File: src/rtl/uart_tx_fifo_pkg.sv
// Shared types for the FIFO-buffered UART transmitter.
//   mem_in_type / mem_out_type : bus slave request and response
//   uart_cfg_type              : packed CONFIG register fields
//   UART_* localparams         : register byte offsets and reset values
//   tx_state_type              : shifter FSM states
//   data_mask / parity_bit     : helpers for 5..8 bit frames
package uart_tx_fifo_pkg;

    typedef struct packed {
        logic        mem_valid;
        logic [31:0] mem_addr;
        logic [31:0] mem_wdata;
        logic [3:0]  mem_wstrb;
    } mem_in_type;

    typedef struct packed {
        logic        mem_ready;
        logic [31:0] mem_rdata;
        logic        mem_error;
    } mem_out_type;

    // Bit layout matches the CONFIG register, MSB first.
    typedef struct packed {
        logic [3:0] irq_thresh;   // [11:8]
        logic [1:0] rsvd;         // [7:6], always zero
        logic       irq_en;       // [5]
        logic       two_stop;     // [4]
        logic       par_odd;      // [3]
        logic       par_en;       // [2]
        logic [1:0] dbits;        // [1:0] data bits minus 5
    } uart_cfg_type;

    localparam logic [7:0]  UART_TXDATA    = 8'h00;
    localparam logic [7:0]  UART_STATUS    = 8'h08;
    localparam logic [7:0]  UART_DIVISOR   = 8'h10;
    localparam logic [7:0]  UART_CONFIG    = 8'h18;
    localparam logic [11:0] UART_CFG_RESET = 12'h003;

    typedef enum logic [2:0] {
        TX_IDLE,
        TX_START,
        TX_DATA,
        TX_PARITY,
        TX_STOP1,
        TX_STOP2
    } tx_state_type;

    // Mask selecting the low dbits+5 bits of a byte.
    function automatic logic [7:0] data_mask(input logic [1:0] dbits);
        return 8'hFF >> (2'd3 - dbits);
    endfunction

    // Parity bit for the used data bits: even makes the total ones count
    // even, odd makes it odd.
    function automatic logic parity_bit(input logic [7:0] data, input uart_cfg_type cfg);
        return (^(data & data_mask(cfg.dbits))) ^ cfg.par_odd;
    endfunction

endpackage

File: src/rtl/uart_tx_buffer.sv
// Synchronous first-word-fall-through FIFO.
//   clock, reset : rising-edge clock, synchronous active-high reset
//   push, wdata  : write request (ignored when full)
//   pop, rdata   : read request (ignored when empty); rdata shows the head
//   full, empty  : status flags
//   level        : occupancy 0..depth, one bit wider than the pointers
module uart_tx_buffer #(
    parameter int depth = 16,
    parameter int width = 8
) (
    input  logic                     clock,
    input  logic                     reset,
    input  logic                     push,
    input  logic                     pop,
    input  logic [width-1:0]         wdata,
    output logic [width-1:0]         rdata,
    output logic                     full,
    output logic                     empty,
    output logic [$clog2(depth):0]   level
);

    localparam int PTR_W = $clog2(depth);
    localparam logic [PTR_W-1:0] PTR_ONE   = PTR_W'(1);
    localparam logic [PTR_W:0]   LVL_ONE   = (PTR_W + 1)'(1);
    localparam logic [PTR_W:0]   DEPTH_LVL = (PTR_W + 1)'(depth);

    logic [width-1:0] mem_q [depth];
    logic [PTR_W-1:0] wr_ptr_q, wr_ptr_d;
    logic [PTR_W-1:0] rd_ptr_q, rd_ptr_d;
    logic [PTR_W:0]   level_q, level_d;
    logic             do_push, do_pop;

    assign full    = (level_q == DEPTH_LVL);
    assign empty   = (level_q == '0);
    assign level   = level_q;
    assign rdata   = mem_q[rd_ptr_q];
    // Fullness is judged before any same-cycle pop.
    assign do_push = push && !full;
    assign do_pop  = pop && !empty;

    always_comb begin
        wr_ptr_d = wr_ptr_q;
        rd_ptr_d = rd_ptr_q;
        level_d  = level_q;
        if (do_push) wr_ptr_d = wr_ptr_q + PTR_ONE;
        if (do_pop)  rd_ptr_d = rd_ptr_q + PTR_ONE;
        case ({do_push, do_pop})
            2'b10:   level_d = level_q + LVL_ONE;
            2'b01:   level_d = level_q - LVL_ONE;
            default: level_d = level_q;
        endcase
    end

    always_ff @(posedge clock) begin
        if (reset) begin
            wr_ptr_q <= '0;
            rd_ptr_q <= '0;
            level_q  <= '0;
        end else begin
            wr_ptr_q <= wr_ptr_d;
            rd_ptr_q <= rd_ptr_d;
            level_q  <= level_d;
        end
    end

    // Storage needs no reset: contents are only visible through level.
    always_ff @(posedge clock) begin
        if (do_push) mem_q[wr_ptr_q] <= wdata;
    end

endmodule

File: src/rtl/uart_tx_fifo.sv
// FIFO-buffered UART transmitter on the memory-mapped peripheral bus.
//   clock, reset : rising-edge clock, synchronous active-high reset
//   uart_in      : bus request (mem_valid, mem_addr, mem_wdata, mem_wstrb)
//   uart_out     : registered bus response (mem_ready, mem_rdata, mem_error)
//   tx_irq       : level interrupt, irq_en && level <= threshold
//   tx           : serial line, idles high
// Registers: 0x00 TXDATA (w), 0x08 STATUS (r), 0x10 DIVISOR (r/w),
// 0x18 CONFIG (r/w). Only mem_addr[7:0] is decoded; the peripheral
// select is made upstream.
// Shifter state lives in r_q.state for observation.
module uart_tx_fifo
    import uart_tx_fifo_pkg::*;
#(
    parameter int clock_rate = 217,
    parameter int fifo_depth = 16
) (
    input  logic        clock,
    input  logic        reset,
    input  mem_in_type  uart_in,
    output mem_out_type uart_out,
    output logic        tx_irq,
    output logic        tx
);

    localparam int LVL_W = $clog2(fifo_depth) + 1;

    // r/rin two-process register: r_q is r, r_d is rin.
    typedef struct packed {
        tx_state_type state;
        logic [15:0]  cnt;       // cycles spent in the current bit, 0..lat_div
        logic [2:0]   bit_idx;   // data bit being sent
        logic [7:0]   shreg;     // data, LSB on the line
        logic         par;       // parity bit of the frame in flight
        logic [15:0]  lat_div;   // divisor latched for this frame
        uart_cfg_type lat_cfg;   // config latched for this frame
        logic         tx;
        logic [15:0]  divisor;
        uart_cfg_type cfg;
        mem_out_type  bus;
    } reg_type;

    localparam reg_type RES = '{
        state:   TX_IDLE,
        cnt:     16'd0,
        bit_idx: 3'd0,
        shreg:   8'd0,
        par:     1'b0,
        lat_div: 16'd0,
        lat_cfg: uart_cfg_type'(UART_CFG_RESET),
        tx:      1'b1,
        divisor: 16'(clock_rate - 1),
        cfg:     uart_cfg_type'(UART_CFG_RESET),
        bus:     '0
    };

    reg_type r_q, r_d;

    logic             fifo_push, fifo_pop;
    logic [7:0]       fifo_rdata;
    logic             fifo_full, fifo_empty;
    logic [LVL_W-1:0] fifo_level;
    logic             is_write;
    logic [7:0]       reg_addr;
    logic             busy;
    logic             bit_done;
    logic             start_next;
    logic             unused_bits;

    assign unused_bits = ^{uart_in.mem_addr[31:8], uart_in.mem_wdata[31:16]};

    uart_tx_buffer #(
        .depth (fifo_depth),
        .width (8)
    ) u_buffer (
        .clock (clock),
        .reset (reset),
        .push  (fifo_push),
        .pop   (fifo_pop),
        .wdata (uart_in.mem_wdata[7:0]),
        .rdata (fifo_rdata),
        .full  (fifo_full),
        .empty (fifo_empty),
        .level (fifo_level)
    );

    always_comb begin
        r_d        = r_q;
        fifo_push  = 1'b0;
        fifo_pop   = 1'b0;
        is_write   = |uart_in.mem_wstrb;
        reg_addr   = uart_in.mem_addr[7:0];
        busy       = (r_q.state != TX_IDLE);
        bit_done   = (r_q.cnt == r_q.lat_div);
        start_next = 1'b0;

        // Bus: every valid request gets a one-cycle registered response.
        r_d.bus = '0;
        if (uart_in.mem_valid) begin
            r_d.bus.mem_ready = 1'b1;
            case (reg_addr)
                UART_TXDATA: begin
                    if (!is_write || fifo_full) r_d.bus.mem_error = 1'b1;
                    else                        fifo_push = 1'b1;
                end
                UART_STATUS: begin
                    if (is_write) r_d.bus.mem_error = 1'b1;
                    else r_d.bus.mem_rdata = {16'd0, 8'(fifo_level), 5'd0,
                                              busy, fifo_empty, fifo_full};
                end
                UART_DIVISOR: begin
                    if (is_write) r_d.divisor = uart_in.mem_wdata[15:0];
                    else          r_d.bus.mem_rdata = {16'd0, r_q.divisor};
                end
                UART_CONFIG: begin
                    if (is_write) begin
                        r_d.cfg      = uart_cfg_type'(uart_in.mem_wdata[11:0]);
                        r_d.cfg.rsvd = 2'b00;
                    end else begin
                        r_d.bus.mem_rdata = {20'd0, r_q.cfg};
                    end
                end
                default: r_d.bus.mem_error = 1'b1;
            endcase
        end

        // The line is registered from the current state, so it trails the
        // state register by one cycle.
        case (r_q.state)
            TX_START:  r_d.tx = 1'b0;
            TX_DATA:   r_d.tx = r_q.shreg[0];
            TX_PARITY: r_d.tx = r_q.par;
            default:   r_d.tx = 1'b1;
        endcase

        case (r_q.state)
            TX_IDLE:  start_next = 1'b1;
            TX_START: if (bit_done) r_d.state = TX_DATA;
            TX_DATA: begin
                if (bit_done) begin
                    // Last data bit index is dbits+4.
                    if (r_q.bit_idx == {1'b1, r_q.lat_cfg.dbits}) begin
                        r_d.state = r_q.lat_cfg.par_en ? TX_PARITY : TX_STOP1;
                    end else begin
                        r_d.bit_idx = r_q.bit_idx + 3'd1;
                        r_d.shreg   = {1'b0, r_q.shreg[7:1]};
                    end
                end
            end
            TX_PARITY: if (bit_done) r_d.state = TX_STOP1;
            TX_STOP1: begin
                if (bit_done) begin
                    if (r_q.lat_cfg.two_stop) begin
                        r_d.state = TX_STOP2;
                    end else begin
                        r_d.state  = TX_IDLE;
                        start_next = 1'b1;
                    end
                end
            end
            TX_STOP2: begin
                if (bit_done) begin
                    r_d.state  = TX_IDLE;
                    start_next = 1'b1;
                end
            end
            default: r_d.state = TX_IDLE;
        endcase

        if (r_q.state != TX_IDLE) r_d.cnt = bit_done ? 16'd0 : r_q.cnt + 16'd1;

        // Frame start, from idle or straight after the last stop bit.
        // Uses pre-write DIVISOR/CONFIG so a same-cycle write waits a frame.
        if (start_next && !fifo_empty) begin
            fifo_pop    = 1'b1;
            r_d.state   = TX_START;
            r_d.cnt     = 16'd0;
            r_d.bit_idx = 3'd0;
            r_d.shreg   = fifo_rdata;
            r_d.lat_div = r_q.divisor;
            r_d.lat_cfg = r_q.cfg;
            r_d.par     = parity_bit(fifo_rdata, r_q.cfg);
        end
    end

    always_ff @(posedge clock) begin
        if (reset) r_q <= RES;
        else       r_q <= r_d;
    end

    assign uart_out = r_q.bus;
    assign tx       = r_q.tx;
    assign tx_irq   = r_q.cfg.irq_en && (16'(fifo_level) <= 16'(r_q.cfg.irq_thresh));

endmodule

File: config.mk
export PLATFORM = sky130hd
export DESIGN_NAME = uart_tx_fifo
export DESIGN_NICKNAME = d
export VERILOG_FILES = /design/src/rtl/uart_tx_fifo_pkg.sv /design/src/rtl/uart_tx_buffer.sv /design/src/rtl/uart_tx_fifo.sv
export SDC_FILE = /design/constraint.sdc
export NUM_CORES = 1
export LEC_CHECK = 0
export ABC_AREA = 1
export BUFFER_PORTS_ARGS = -buffer_cell sky130_fd_sc_hd__buf_2
export CAP_MARGIN = 25
export CORE_MARGIN = 2
export CORE_UTILIZATION = 42
export DETAILED_ROUTE_END_ITERATION = 10
export GPL_ROUTABILITY_DRIVEN = 0
export SYNTH_ARGS = -nofsm -noshare
export SYNTH_HDL_FRONTEND = slang
export SYNTH_HIERARCHICAL = 1
export SYNTH_SLANG_ARGS = --single-unit
File: constraint.sdc
create_clock -name clock -period 6.6 [get_ports clock]
set_input_delay 1.32 -clock clock [delete_from_list [all_inputs] [get_ports clock]]
set_output_delay 1.32 -clock clock [all_outputs]
set_load 0.02 [all_outputs]
==> metrics.md <==
| Metric | Value |
|---|---|
| Status | `finished clean` |
| Hold buffers post-CTS | `0` |
| Final Hold Fails | `0` |
| WP data arrival | `2.21 ns` |
| Final clock skew | `0.0254 ns` |
| Synth cell types | `43` |
| Post-synthesis cell area | `0.0109 mm2` |
| Final ANT Viol Nets | `0` |
| Commonest non-fill, non-tap cell in the layout | `nand2_1` |
| Vias in the first global route | `7,038` |
| Clk pwr share | `44.5%` |
| Post-DP HPWL | `15.9 mm` |
| Fillers | `2,395` |
| 1st-pass router iterations | `5` |
| CTS Buf Count | `26` |
| First-pass GRT wire length | `37.1 mm` |
| Root Driver | `clkbuf_16` |
| Critical path fanouts, max | `7` |
| Worst hold path type | `register to register` |
| Setup TNS | `0 ns` |
| Setup-failing EPs final | `0` |
| Initial DRC Count | `576` |
| # nets final | `1,270` |
| Ys async rst share | `0%` |
| Cell count after synthesis | `1,160` |
| Via/cell ratio | `4.96` |
| Worst hold slack | `0.466 ns` |
| Full die area | `0.0271 mm2` |
| Vias | `7,610` |
| Port Buffers | `50` |
| Sequential area share after synthesis | `56.3%` |
| Register bit total from synthesis | `241` |
| IO Count | `107` |
| Core box area | `0.0253 mm2` |
| Total track usage | `17.5%` |
| Diodes inserted | `0` |
| Pwr/cell area | `266 mW/mm2` |
| Peak Freq | `0.284 GHz` |
| Num rows | `58` |
| CP endpoint kind | `output port` |
| Sequential share of power | `50.1%` |
| Final WL | `23.7 mm` |
| Die height | `165 um` |
| Register Area | `0.00611 mm2` |
| Die W | `165 um` |
| CTS Buffer Depth | `3` |
| Most frequent cells in the layout | `174 x nand2_1, 139 x inv_1, 128 x edfxtp_1` |
| Worst Path Required | `5.28 ns` |
| Fin. max-slew vios | `0` |
| Initial core utilization | `43.0%` |
| Leak pwr | `4.55 nW` |
| Clock Latency Late Sink | `0.53 ns` |
| Clk sinks | `241` |
| Cts repair resizes | `0` |
| Ratio of final minimum period to clock period | `53.4%` |
| Initial antenna violation count | `0` |
| Remaining Overflow, GRT | `0` |
| Worst VDD drop | `0.256 mV` |
| Logic pwr share | `5.4%` |
| Synthesis-to-layout area growth | `10.8%` |
| Synth area leaders | `edfxtp_1 35%, dfxtp_1 21%, nand2_1 6.0%` |
| Tmin final | `3.53 ns` |
| Remaining DRCs | `0` |
| Wire per inst | `15.5 um` |
| Largest net degree at the start of global routing | `61` |
| Worst-path clk slew | `0.06 ns` |
| Worst-margin pin slew | `0.842 ns` |
| Fraction of layout cells with a size suffix above 1 | `10.5%` |
| Slew HR | `43.6%` |
| EDFF count, synth | `128` |
| Cell accounting for the most synthesized area | `edfxtp_1` |
| Synth warn | `6` |
| Syn Area/Cell | `9.35 um2` |
| RSZ-0062 raised after global routing | `no` |
| Critical path type | `register to output port` |
| Pint | `2.49 mW` |
| MaxCap Viol Count | `0` |
| Critical Path Source Type | `register` |
| Yosys top cell area share | `35.4%` |
| Post-CTS setup buffer count | `0` |
| Sw Share | `22.1%` |
| Net Switching | `708 uW` |
| CTS tree | `yes` |
| Multi-input logic area | `0.00378 mm2` |
| Most common flop cell mapped by yosys | `edfxtp_1` |
| Htree depth | `1` |
==> cells in the mapped netlist, types with 4 or more instances <==
| cell | count |
|---|---|
| a21oi_1 | 83 |
| xor2_1 | 14 |
| nor2_2 | 4 |
| o21ai_1 | 18 |
| ha_1 | 14 |
| o221ai_1 | 6 |
| buf_4 | 38 |
| clkbuf_1 | 21 |
| inv_2 | 6 |
| nand2_4 | 5 |
| mux2i_1 | 32 |
| nor2_1 | 117 |
| nor3_1 | 16 |
| edfxtp_1 | 128 |
| o211ai_1 | 38 |
| o21ai_0 | 77 |
| dfxtp_1 | 113 |
| buf_2 | 8 |
| nand4_1 | 11 |
| nand2_1 | 174 |
| buf_6 | 5 |
| inv_1 | 139 |
| nand3_1 | 63 |
==> path summary, 6_finish.rpt <==
| check | startpoint | to | slack [ns] | depth (start not counted) |
|---|---|---|---|---|
| worst max register to register | register | r_q[91]$_SDFFE_PP0P_ | 3.20 | 13 |
| worst max-delay path | u_buffer/level[1]$_SDFFE_PP0P_ | tx_irq | 3.07 | 7 |
| worst min-delay path | r_q[61]$_SDFFE_PP0P_ | uart_out[16]$_SDFF_PP0_ | 0.47 | 2 |
| worst min register to register | r_q[61]$_SDFFE_PP0P_ | uart_out[16]$_SDFF_PP0_ | 0.47 | 2 |
==> metrics by stage <==
stage	setup slack [ns]	cell area, um2	utilization [%]	power (mW)	cells
finish	3.07	12000	47.6	3.20	1534
floorplan	3.40	10900	-	1.76	1175
detailed placement	2.81	11200	44.2	1.81	1487
global placement	2.89	11100	44.1	1.80	1486
CTS	3.08	12000	47.6	3.23	1534
global route	2.94	12000	47.6	3.31	1534
==> metal layers <==
layer  wire length [um]  GRT usage (%)  vias to the layer above
li1                   -              -                     3907
met1              11000           23.9                     3539
met2              11400           29.6                      129
met3                832           2.41                       35
met4                486           4.43                        0
met5                  0              0                        -
==> area by class of cell <==
type	instances	share of cell area (%)
Timing Repair Buffer	55	2.56
Clock buffer	44	6.91
Multi-Input combinational cell	713	31.4
Inverter	148	4.64
Tap cell	330	3.43
Clock inverter	3	0.239
Sequential cell	241	50.8
==> power by group through the flow <==
stage	logic [mW]	clock network, mW	registers (mW)
floorplan	0.126	0	1.63
global placement	0.171	0	1.63
detailed placement	0.174	0	1.63
CTS	0.174	1.45	1.60
global route	0.196	1.51	1.60
finish	0.173	1.42	1.60
==> critical path, stage by stage (launching register included) <==
cell	delay, ns
dfxtp_1	0.50
ha_1	0.31
inv_1	0.06
nor2_1	0.04
o211ai_1	0.16
nand2_1	0.07
a211oi_1	0.30
buf_2	0.23
==> sequential cells by signal, summed over array words and instances, names as in the netlist, named ones only <==
name	cells
u_buffer/wr_ptr_q	4
tx	1
r_q	77
u_buffer/rd_ptr_q	4
uart_out	18
u_buffer/mem_q	128
u_buffer/level	5
==> logic make-up after synthesis <==
family	after synthesis	share of synthesized area (%)
fa+ha+maj	14	1.61
compound gates	227	11.7
buf+inv	221	9.42
xor+xnor	17	1.37
simple gates	407	16.6
flops	241	56.3
other cells	1	0.0346
mux	32	2.95
(Power assumes the default switching activity.)
